$ cat config.mk
export PLATFORM = sky130hd
export DESIGN_NAME = cla_pipe_addsub
export DESIGN_NICKNAME = d
export VERILOG_FILES = /design/src/rtl/cla_pipe_addsub.sv
export SDC_FILE = /design/constraint.sdc
export NUM_CORES = 1
export LEC_CHECK = 0
export CELL_PAD_IN_SITES_DETAIL_PLACEMENT = 1
export CELL_PAD_IN_SITES_GLOBAL_PLACEMENT = 2
export CORE_MARGIN = 2
export CORE_UTILIZATION = 33
export DETAILED_ROUTE_END_ITERATION = 7
export PLACE_DENSITY = 0.82
export SLEW_MARGIN = 40
export SYNTH_ARGS = -nofsm -noshare
export SYNTH_HDL_FRONTEND = slang
export SYNTH_SLANG_ARGS = --single-unit
$ cat constraint.sdc
create_clock -name clk -period 2.1 [get_ports clk]
set_input_delay 0.315 -clock clk [delete_from_list [all_inputs] [get_ports clk]]
set_output_delay 0.315 -clock clk [all_outputs]
set_load 0.05 [all_outputs]
$ cat src/rtl/cla_pipe_addsub.sv
`default_nettype none
// ============================================================================
// Module  : cla_pipe_addsub
// Brief   : Two-stage pipelined carry-lookahead adder/subtractor, valid/ready.
//           Define CLA_PIPE_SATURATE_EN to saturate SUM on signed overflow.
// Revision: 1.0
// ============================================================================
module cla_pipe_addsub #(
  parameter int WIDTH = 16,
  parameter int GROUP = 4
) (
  input  logic             clk,
  input  logic             rst_n,
  input  logic             in_valid,
  output logic             in_ready,
  input  logic [WIDTH-1:0] a,
  input  logic [WIDTH-1:0] b,
  input  logic             cin,
  input  logic             sub,
  output logic             out_valid,
  input  logic             out_ready,
  output logic [WIDTH-1:0] sum,
  output logic             cout,
  output logic             ovf
);

  localparam int NGRP = WIDTH / GROUP;

  logic [WIDTH-1:0] beff, p, g;
  logic [NGRP-1:0]  gp, gg;
  logic             c0, t1;

  logic             s1_valid, s1_c0;
  logic [WIDTH-1:0] s1_p, s1_g;
  logic [NGRP-1:0]  s1_gp, s1_gg;

  logic             s2_ready;
  logic [NGRP:0]    ggc, gc;
  logic [WIDTH:0]   gx, carry;
  logic             t2, t3;
  logic [WIDTH-1:0] sum_d, res_d;
  logic             ovf_d;

  assign s2_ready = !out_valid | out_ready;
  assign in_ready = !s1_valid | s2_ready;

  // Stage 1: bit and group propagate/generate
  assign beff = sub ? ~b : b;
  assign c0   = cin ^ sub;
  assign p    = a ^ beff;
  assign g    = a & beff;

  always_comb begin
    gp = '0;
    gg = '0;
    t1 = 1'b0;
    for (int k = 0; k < NGRP; k++) begin
      gp[k] = &p[k*GROUP +: GROUP];
      for (int j = 0; j < GROUP; j++) begin
        t1 = g[k*GROUP+j];
        for (int m = j + 1; m < GROUP; m++) t1 = t1 & p[k*GROUP+m];
        gg[k] = gg[k] | t1;
      end
    end
  end

  always_ff @(posedge clk or negedge rst_n) begin
    if (!rst_n) begin
      s1_valid <= 1'b0;
      s1_p     <= '0;
      s1_g     <= '0;
      s1_gp    <= '0;
      s1_gg    <= '0;
      s1_c0    <= 1'b0;
    end else if (in_ready) begin
      s1_valid <= in_valid;
      if (in_valid) begin
        s1_p  <= p;
        s1_g  <= g;
        s1_gp <= gp;
        s1_gg <= gg;
        s1_c0 <= c0;
      end
    end
  end

  // Stage 2: flat sum-of-products lookahead, both across groups and within each group
  assign ggc = {s1_gg, s1_c0};
  assign gx  = {s1_g, 1'b0};

  always_comb begin
    gc    = '0;
    t2    = 1'b0;
    gc[0] = s1_c0;
    for (int k = 1; k <= NGRP; k++) begin
      for (int j = 0; j <= k; j++) begin
        t2 = ggc[j];
        for (int m = j; m < k; m++) t2 = t2 & s1_gp[m];
        gc[k] = gc[k] | t2;
      end
    end
  end

  always_comb begin
    carry = '0;
    t3    = 1'b0;
    for (int k = 0; k < NGRP; k++) begin
      for (int j = 0; j < GROUP; j++) begin
        for (int m = 0; m <= j; m++) begin
          t3 = (m == 0) ? gc[k] : gx[k*GROUP+m];
          for (int n = m; n < j; n++) t3 = t3 & s1_p[k*GROUP+n];
          carry[k*GROUP+j] = carry[k*GROUP+j] | t3;
        end
      end
    end
    carry[WIDTH] = gc[NGRP];
  end

  assign sum_d = s1_p ^ carry[WIDTH-1:0];
  assign ovf_d = carry[WIDTH] ^ carry[WIDTH-1];

`ifdef CLA_PIPE_SATURATE_EN
  logic s1_a_msb, s1_b_msb;

  always_ff @(posedge clk or negedge rst_n) begin
    if (!rst_n) begin
      s1_a_msb <= 1'b0;
      s1_b_msb <= 1'b0;
    end else if (in_ready && in_valid) begin
      s1_a_msb <= a[WIDTH-1];
      s1_b_msb <= beff[WIDTH-1];
    end
  end

  // Overflow only occurs with like-signed operands; both negative means negative overflow
  assign res_d = !ovf_d ? sum_d :
                 (s1_a_msb & s1_b_msb) ? {1'b1, {(WIDTH-1){1'b0}}} :
                                         {1'b0, {(WIDTH-1){1'b1}}};
`else
  assign res_d = sum_d;
`endif

  always_ff @(posedge clk or negedge rst_n) begin
    if (!rst_n) begin
      out_valid <= 1'b0;
      sum       <= '0;
      cout      <= 1'b0;
      ovf       <= 1'b0;
    end else if (s2_ready) begin
      out_valid <= s1_valid;
      if (s1_valid) begin
        sum  <= res_d;
        cout <= carry[WIDTH];
        ovf  <= ovf_d;
      end
    end
  end

endmodule
`default_nettype wire

==> results.txt <==
The run finished with clean final reports. The slew at the pin closest to its max-slew limit came out at 0.535 ns. The cell family with the largest share of critical-path delay is compound AO/OA/AOI/OAI gates. On the worst path, the slowest cell contributes a delay of 0.38 ns. The total routed wirelength is 6.40 mm. Master cell of the clock root buffer: clkbuf_8. The logs give 0 for the count of pins over their slew limit and 0 for the final setup violation count. The run gives 0.00855 mm^2 as the placeable core area. The antenna cell count was 0; the sum of internal, switching and leakage power was 4.21 mW.

Max-cap violations in this run came to 0. The average instance area after synthesis works out to 11.7 um^2. The worst path needs 1.96 ns of the cycle, external delays included.

TritonCTS built the clock tree. The count of vias placed by the detailed router was 2083; the initial DRC count was 17. Predominant post-synthesis flop cell: dfrtp_1. The pre-antenna-repair detailed-routing pass consisted of 3 iterations. The tools report the cell count after placement as 412. The clock network latency to the later pin of the worst-skew pair was 0.33 ns; the data required time at the worst endpoint was 2.32 ns.

Of the cells placed in the final design, the portion with a size suffix greater than 1 is 21.3%. STA puts the critical path data arrival time at 2.18 ns. Global routing used 14.6% of the available tracks across all layers. The wire-length estimate of the detail-placed layout is 4.85 mm.

The number of I/O pins was 58; the maximum net fanout on the critical path was 4. The logs give 2162 for the via count of the first global-routing pass and 2 for the maximum root-to-sink buffer count. The total die area is 0.00945 mm^2, and the async set-or-reset flop fraction in the synthesized netlist is 100%. After synthesis the netlist holds a flip-flop and latch count of 57.

Across the routed clock network, the largest skew measured is 0.00787 ns. Setup repair after global routing left no endpoint under its margin. In this run the core area contains 34 standard-cell rows.

The largest individual stage delay along the critical path comes from the cell dfrtp_1. The final count of hold timing violations is 0, and the portion of the clock cycle consumed by the worst path in the final layout is 93.4%. The share of the yosys chip area belonging to registers is 49.8%.

VDD sags by at most 0.299 mV. The startpoint kind of the worst setup timing path was a flop. During synthesis, Yosys emitted a total of 0 warnings.

The worst setup slack before clock tree synthesis was -0.0520 ns. The tools report the DRC violation count after routing as 0. The initial core utilization is 33.5%, and the mean routed wirelength per cell is 14.9 um.

Buffers placed on the I/O ports in this run total 57. The die boundary height was 97.2 um; the horizontal die dimension was 97.2 um. The synthesized netlist net count was 302; the final cell count without fillers was 428.

In this run, CTS created clock tree buffers numbering 9. After the last flow step, the layout net total stands at 375. The first global-routing pass estimated 10.8 mm of wire.

The post-route antenna net violation count was 0; the number of different library cells in the post-synthesis netlist was 33. The number of antenna violations at the first check in global routing is 0. The signal on the critical path passes through a21o_1 > a31o_4 > ha_2 > o211ai_1 > and2_1 > xor2_1 > o21ai_0. The power density over the cells was 1090 mW/mm^2; the clock input transition at the sequential cells of the worst setup and hold paths was 0.06 ns. For the filler cell count, the log shows 927. The run gives 57 as the clock sink count.

Routability-driven placement finished with a final weighted congestion of 0.783. The critical path is of the flop to flop type. The area growth from synthesis to layout is 34.4%. The run gives 45.1% as the final standard cell utilization of the core.

The min-delay analysis places its worst path in the category primary input to asynchronous set/reset pin. Element type at the critical path end: a flop. The vias per cell was 4.87.

Entering global routing, the biggest net connects 47 pins. The analysis attributes to cell leakage a power of 1.75 nW. Summing every instance area after synthesis gives 0.00287 mm^2. Together, buffers and inverters on the worst path number 0.

The total grt overflow is 0. The upper clock frequency limit came out at 510 MHz. The normalized max-slew margin came out at 64.2%. The number of enable flip-flop cells after synthesis is 0. Counting every instance in the synthesized netlist gives 244. In the post-route analysis, the smallest setup slack over all paths is 0.139 ns.

The run gives 3 as the number of H-tree levels.
-- what timing repair did --
item                                    4_1_cts  5_1_grt
endpoints found under the hold margin        18        0
hold buffers                                  1        0
endpoints found under the setup margin        0        2
gates resized for setup                       0        4
setup buffers                                 0        1
-- cell usage in the layout (no fill, tap or decap), types with 4 or more instances in the layout --
cell,synthesis,final
nor2_1,5,5
ha_1,20,19
dfrtp_1,57,56
o31ai_1,4,4
nor3_1,4,4
a21o_1,10,10
buf_4,2,10
nand4_1,5,5
clkbuf_8,0,12
mux2_2,31,31
clkdlybuf4s50_1,0,55
o21a_1,4,4
or2_2,4,4
o21ai_0,18,18
xor2_1,24,24
nand2_1,25,24
a21oi_1,6,6
-- cell usage after synthesis, drive strengths merged, types with 2 or more instances --
cell type,count,area share [%]
dfrtp,57,50
mux2,32,13
a21oi,6,1.0
o21a,4,1.0
or2,4,0.87
ha,20,8.7
xor2,24,7.3
o22ai,3,0.65
a21o,11,2.9
clkbuf,3,0.39
nand2,25,3.3
o31ai,4,1.0
nor2,5,0.65
buf,5,1.0
o21ai,18,3.1
nor3,4,0.70
nand4,5,1.1
nand2b,2,0.44
-- power breakdown --
part	switching [mW]	internal, mW
Clock	0.411	0.513
Sequential	0.189	1.39
Combinational	0.987	0.716
Total	1.59	2.62
-- layout make-up --
type                            instances  area, um^2  area share [%]
Multi-Input combinational cell        178        1410            36.7
Inverter                                1        3.75          0.0974
Sequential cell                        57        1430            37.1
Timing Repair Buffer                   70         701            18.2
Tap cell                              108         135            3.51
Clock buffer                           14         173            4.48
-- logic make-up after synthesis --
| kind of cell | Yosys count | synth area share [%] |
|---|---|---|
| compound gates | 50 | 11.3 |
| xor+xnor | 25 | 7.64 |
| fa+ha+maj | 20 | 8.73 |
| buf+inv | 9 | 1.57 |
| flops | 57 | 49.8 |
| mux | 32 | 12.6 |
| simple gates | 51 | 8.38 |
-- final timing paths --
| check | start | endpoint | slack [ns] | depth (start not counted) |
|---|---|---|---|---|
| worst max-delay path | s1_gp[0] | sum[15] | 0.14 | 7 |
| worst min-delay path | rst_n | s1_g[5] | 0.46 | 2 |
| worst max register to register | s1_gp[0] | sum[15] | 0.14 | 7 |
| worst min register to register | sum[9] | sum[9] | 0.47 | 2 |
| max in group asynchronous | rst_n | s1_g[14] | 0.99 | 3 |
| min in group clk | sum[9] | sum[9] | 0.47 | 2 |
-- layer usage --
metal	share of wire (%)	vias to the layer above	GRT usage, %
li1	-	1020	-
met1	45	1014	18.6
met2	49	39	23.4
met3	4.4	10	3.81
met4	2.0	0	6.50
met5	0	-	0
-- registers in the layout, summed over array words and instances (netlist names) --
name       cells
s1_gg          4
s1_valid       1
s1_gp          4
s1_p          16
s1_g          12
ovf            1
cout           1
out_valid      1
s1_c0          1
sum           16
-- stage by stage --
| step | hold WS (ns) | cell area (um^2) | setup TNS, ns |
|---|---|---|---|
| after detailed placement | 0.283 | 3650 | -0.165 |
| after CTS | 0.468 | 3830 | 0 |
| after global routing | 0.500 | 3850 | 0 |
| after floorplan | 0.0194 | 2870 | 0 |
| after global placement | 0.283 | 3650 | 0 |
| final | 0.457 | 3850 | 0 |
No activity file was read; power rests on OpenSTA's default activity.
